===== config.mk =====
export PLATFORM = sky130hd
export DESIGN_NAME = register_file
export DESIGN_NICKNAME = d
export VERILOG_FILES = /design/src/rtl/register_file.sv
export SDC_FILE = /design/constraint.sdc
export NUM_CORES = 2
export LEC_CHECK = 0
export ABC_CLOCK_PERIOD_IN_PS = 38400
export CORE_UTILIZATION = 41
export CTS_CLUSTER_DIAMETER = 40
export CTS_CLUSTER_SIZE = 30
export DETAILED_ROUTE_END_ITERATION = 10
export PLACE_DENSITY = 0.6
export SLEW_MARGIN = 40
export SYNTH_ARGS = -nofsm -noshare
export SYNTH_HDL_FRONTEND = slang
export SYNTH_SLANG_ARGS = --single-unit
export TNS_END_PERCENT = 50

===== constraint.sdc =====
create_clock -name clk -period 38.4 [get_ports clk]
set_input_delay 7.68 -clock clk [delete_from_list [all_inputs] [get_ports clk]]
set_output_delay 7.68 -clock clk [all_outputs]
set_load 0.05 [all_outputs]

===== src/rtl/register_file.sv =====
// ============================================================================
// register_file : 32 x 32-bit MIPS register file, two combinational read ports,
//                 one clocked write port, r0 hardwired to zero.  Rev 1.0
// ============================================================================
`timescale 1ns/1ps
`default_nettype none

module register_file (
   input  logic        clk,
   input  logic        reset,
   input  logic [4:0]  rs,
   input  logic [4:0]  rt,
   input  logic [4:0]  rw,
   input  logic        reg_wr,
   input  logic [31:0] bus_w,
   output logic [31:0] bus_a,
   output logic [31:0] bus_b
);

   localparam int NUM_REGS = 32;

   // r0 has no storage, so the array and the decoder start at index 1
   logic [31:0] regs [1:NUM_REGS-1];
   logic [NUM_REGS-1:1] wr_sel;

   always_comb begin
      wr_sel = '0;
      for (int i = 1; i < NUM_REGS; i++) begin
         wr_sel[i] = reg_wr && (rw == 5'(i));
      end
   end

   always_ff @(posedge clk or posedge reset) begin
      if (reset) begin
         for (int i = 1; i < NUM_REGS; i++) begin
            regs[i] <= '0;
         end
      end else begin
         for (int i = 1; i < NUM_REGS; i++) begin
            if (wr_sel[i]) begin
               regs[i] <= bus_w;
            end
         end
      end
   end

   // Address 0 (or an unknown address) matches no entry and reads as zero
   always_comb begin
      bus_a = '0;
      for (int i = 1; i < NUM_REGS; i++) begin
         if (rs == 5'(i)) begin
            bus_a = regs[i];
         end
      end
   end

   always_comb begin
      bus_b = '0;
      for (int i = 1; i < NUM_REGS; i++) begin
         if (rt == 5'(i)) begin
            bus_b = regs[i];
         end
      end
   end

endmodule

`default_nettype wire

Word level (Yosys, flattened, before mapping)
Cells that the tools add are included.

Register bits: 992. Input port bits: 50. Output and inout bits: 64. Word-level logic and storage cells: 217.

Equality and inequality tests: 93. Mux-type cells: 62. Reductions and logical operators: 31.

Operators by type and width (count): 32-bit two-way mux (62); 5-bit == test (second input constant) (48); 5-bit by 4-bit == test with 1-bit output (second input constant) (24); 5-bit by 3-bit == test with 1-bit output (second input constant) (12); 1-bit logical AND (31); 5-bit by 2-bit == test with 1-bit output (second input constant) (6); 5-bit by 1-bit == test with 1-bit output (second input constant) (3).

Depth between registers and ports, before layout
Word-level depth: 32. Depth in mapped cells: 12. Depth with buffers taken out: 7.

Least setup slack after synthesis
OpenSTA, ideal clock, no wires.

Path kind: input-to-output. Start point: in rs[3]. End point: out bus_a[19]. Data arrival time: 10.210 ns. Required time: 30.720 ns. Path slack: 20.510 ns. Cell stages on the path: 10. Path buffers: 4. Cell sequence: buf_2 > buf_2 > and3_1 > buf_2 > nand2_1 > buf_4 > o22ai_1 > o22ai_1 > o21ai_0 > a211oi_1.

Cells in the longest elaborated chain, start to end: 32. Elaborated cells between the ends (all ways): 62.

Ends and longest elaborated chain: start: declaration (RTL line 11) `input logic [4:0] rs,`; 5-bit by 1-bit == test with 1-bit output (RTL line 51) `if (rs == 5'(i)) begin`; 32-bit two-way mux (30 in series) (RTL line 51); 32-bit two-way mux * (RTL line 51); end: declaration (RTL line 16) `output logic [31:0] bus_a,`.

Every way passes the cells marked *; elsewhere a longest branch is shown, timed or not.

Final worst setup path
Start point: in rs[1]. End point: out bus_a[0].

The elaborated chain is that of the path after synthesis.

==> summary.md <==
| Metric | Value |
|---|---|
| Status | complete, no violations |
| Peak VDD IR | 0.00004347 V |
| Height of the die | 370.3 um |
| Worst Hold Class | reg -> reg |
| Setup WS post-layout | between 15000 and 20000 ps |
| Crit path arrival time | 13230 ps |
| Hpwl dp | 186000 um |
| First-pass GRT wire length | 394300 um |
| Slew margin rel. | between 20 and 30% |
| Setup violators final | 0 |
| Worst skew pair latency | approximately 800 ps |
| Synth area leaders | dfrtp_1 (45%), mux2_2 (21%), o21ai_0 (3.9%) |
| Most frequent cell after synthesis | mux2_2 |
| PD cells | 55.80 nW/um2 |
| Leakage power | 27.34 nW |
| CP Max Fanout | between 40 and 50 |
| Share of cells above drive strength 1 | 30.83% |
| Die area | between 100000 and 150000 um2 |
| Shortest period the worst path allows | 20910 ps |
| Yosys reg bits | 992 |
| Number of global-route vias before repair | 50741 |
| Number of CTS-inserted buffers | 151 |
| Synth Cell Area | 55610 um2 |
| Place WS | 18140 ps |
| Setup crit start kind | primary input |
| Post-CTS sizing | 0 |
| Sequential cell area fraction in the yosys report | between 40% and 50% |
| Max FFs per register | 992 |
| Max Transition Viols Final | 0 |
| Global route overflow | 0 |
| Yosys warning count | 0 |
| Max clock buf depth | 3 |
| Total chip power | 3.585 mW |
| Final hold violations | 0 |
| DP Area | a little under 60000 um2 |
| Final WL | 283500 um |
| Final net count | approximately 5400 |
| Final Util | 47.96% |
| Avg Inst Size Synth | 10.37 um2 |
| Synth-to-Final Area Change | 15.52% |
| TNS Setup | 0 ps |
| CTS root buffer | clkbuf_16 |
| Sink Count | 992 |
| DRC viols | 0 |
| FFs w/ async S/R, synth | 100.0% |
| Core Area | 134000 um2 |
| I/O pins | 114 |
| Synth top area share | 44.64% |
| RePlAce Congestion | around 1.1 |
| Pin count of the biggest net entering global routing | 83 |
| Cell accounting for the most synthesized area | dfrtp_1 |
| Fmax achieved | 47.83 MHz |
| Most flops, register | regs |
| Vias per Instance | 7.370 |
| Slew @ Worst Pin | 1042 ps |
| TritonCTS clock tree | built |
| # rows | 134 |
| Design area | roughly 64000 um2 |
| Starting density of the core | between 40% and 50% |
| CTS H-tree depth | 4 |
| Top Registers | regs x992 |
| Worst Clk Skew | 0 ps |
| Clk slew on worst S/H paths | 60 ps |
| DRT Pass-1 Iters | 9 |
| Cts-stage hold buffer count | 0 |
| Tcrit/Tclk final | a little over half |
| Routed len/inst | ~39 um |
| Ys flop type | dfrtp_1 |
| Post-CTS Setup Repair Bufs | 0 |
| Initial antenna violation count | 21 |
| Gr usage total | 40.49% |
| Initial DRC Count | ~10000 |
| Via count | between 50000 and 60000 |
| Req. time, crit path | approximately 30000 ps |
| Top post-synthesis cells by count | mux2_2 (1017), dfrtp_1 (992), o21ai_0 (436), a21oi_1 (419), nand2_1 (326) |
| Syn Inst Count | roughly 5400 |
| Post-synth EDFFs | 0 |
| CP endpoint kind | output pin |
| Antenna viol nets, final | 0 |
| Cell variety after synth | 101 |
| Die Width | 370.3 um |
| PortBufs | roughly 110 |
| Unrepaired setup endpoints after global routing | no |
| Max-Cap Viols | 0 |
| Mapped Nets | 5412 |
| WS Path Type | in -> out |
stage by stage:
step | hold slack [ps] | std cells
CTS | 519.0 | 7221
detailed placement | 504.5 | 6941
global route | 539.7 | 7224
finish | 528.2 | 7231
floorplan | 479.4 | 5362
global placement | 493.2 | 6937
cells in the final DEF, fill, tap and decap left out, types with 16 or more instances in the layout:
master           count
o21ai_0            431
a211oi_1            61
nor3_1              44
and3_1              16
bufinv_16           18
nor2_4              20
a211o_1             16
nand2b_1            20
nor2b_1             22
a21oi_1            419
a221oi_1            34
clkbuf_8            17
mux2i_1            124
mux2_2            1017
buf_4              199
a21o_1              21
inv_6               24
nand2_2             19
o221ai_1            73
o211ai_1            43
nand3_1             66
nor2_2              22
a2bb2oi_1           18
a22o_1              20
dfrtp_1            992
a31oi_1             49
clkbuf_16          158
a22oi_1            104
nor2_1             296
clkdlybuf4s50_1    103
o22ai_1            226
a222oi_1            16
nand2_1            309
final timing paths:
check | end | depth (start not counted) | start | slack (ps)
hold reg to reg | regs[613]$_DFFE_PP0P_ | 1 | regs[613]$_DFFE_PP0P_ | 530
setup / recovery | bus_a[0] | 11 | rs[1] | 17490
max in group asynchronous | regs[209]$_DFFE_PP0P_ | 6 | reset | 28130
min in group asynchronous | regs[978]$_DFFE_PP0P_ | 2 | reset | 7310
setup reg to reg | regs[223]$_DFFE_PP0P_ | 1 | regs[223]$_DFFE_PP0P_ | 37430
hold / removal | regs[613]$_DFFE_PP0P_ | 1 | regs[613]$_DFFE_PP0P_ | 530
cell families after synthesis:
family / after synthesis / synth area share [%]
AO/OA/AOI/OAI: 1703 / 19.23
buffers and inverters: 537 / 4.401
flip-flops: 992 / 44.64
multiplexers: 1162 / 23.51
AND/OR/NAND/NOR: 968 / 8.219
per-layer routing:
layer	vias up	part of all wire (%)	global-route usage, %
li1	20089	-	-
met1	26408	35	49.39
met2	5159	40	56.50
met3	1601	15	15.99
met4	34	10	32.05
met5	-	0.089	0.5245
cell type report:
| cell class | instances | area (um2) |
|---|---|---|
| clock inverters | 97 | 1215 |
| clock buffers | 183 | 4188 |
| fillers | 12354 | 69720 |
| inverters | 22 | 90.09 |
| well taps | 1768 | 2212 |
| flip-flops and latches | 992 | 24820 |
| multi-input cells | 3833 | 28840 |
| repair buffers | 328 | 2855 |
| diodes | 8 | 20.02 |
critical path: stages:
cell,delay [ps]
buf_6,390
buf_4,540
buf_4,500
nor2b_2,720
nand2_1,500
buf_4,430
o21ai_0,200
a211oi_1,90
a22oi_1,800
o21ai_0,460
clkdlybuf4s50_1,820
power by group:
group / leakage [nW] / switching (mW) / internal [mW]
logic: 12.0 / 0.372 / 0.273
registers: 12.7 / 0.211 / 1.25
clock network: 2.62 / 0.566 / 0.912
total: 27.3 / 1.15 / 2.44
Note: power is estimated with default switching activity, not from simulation.
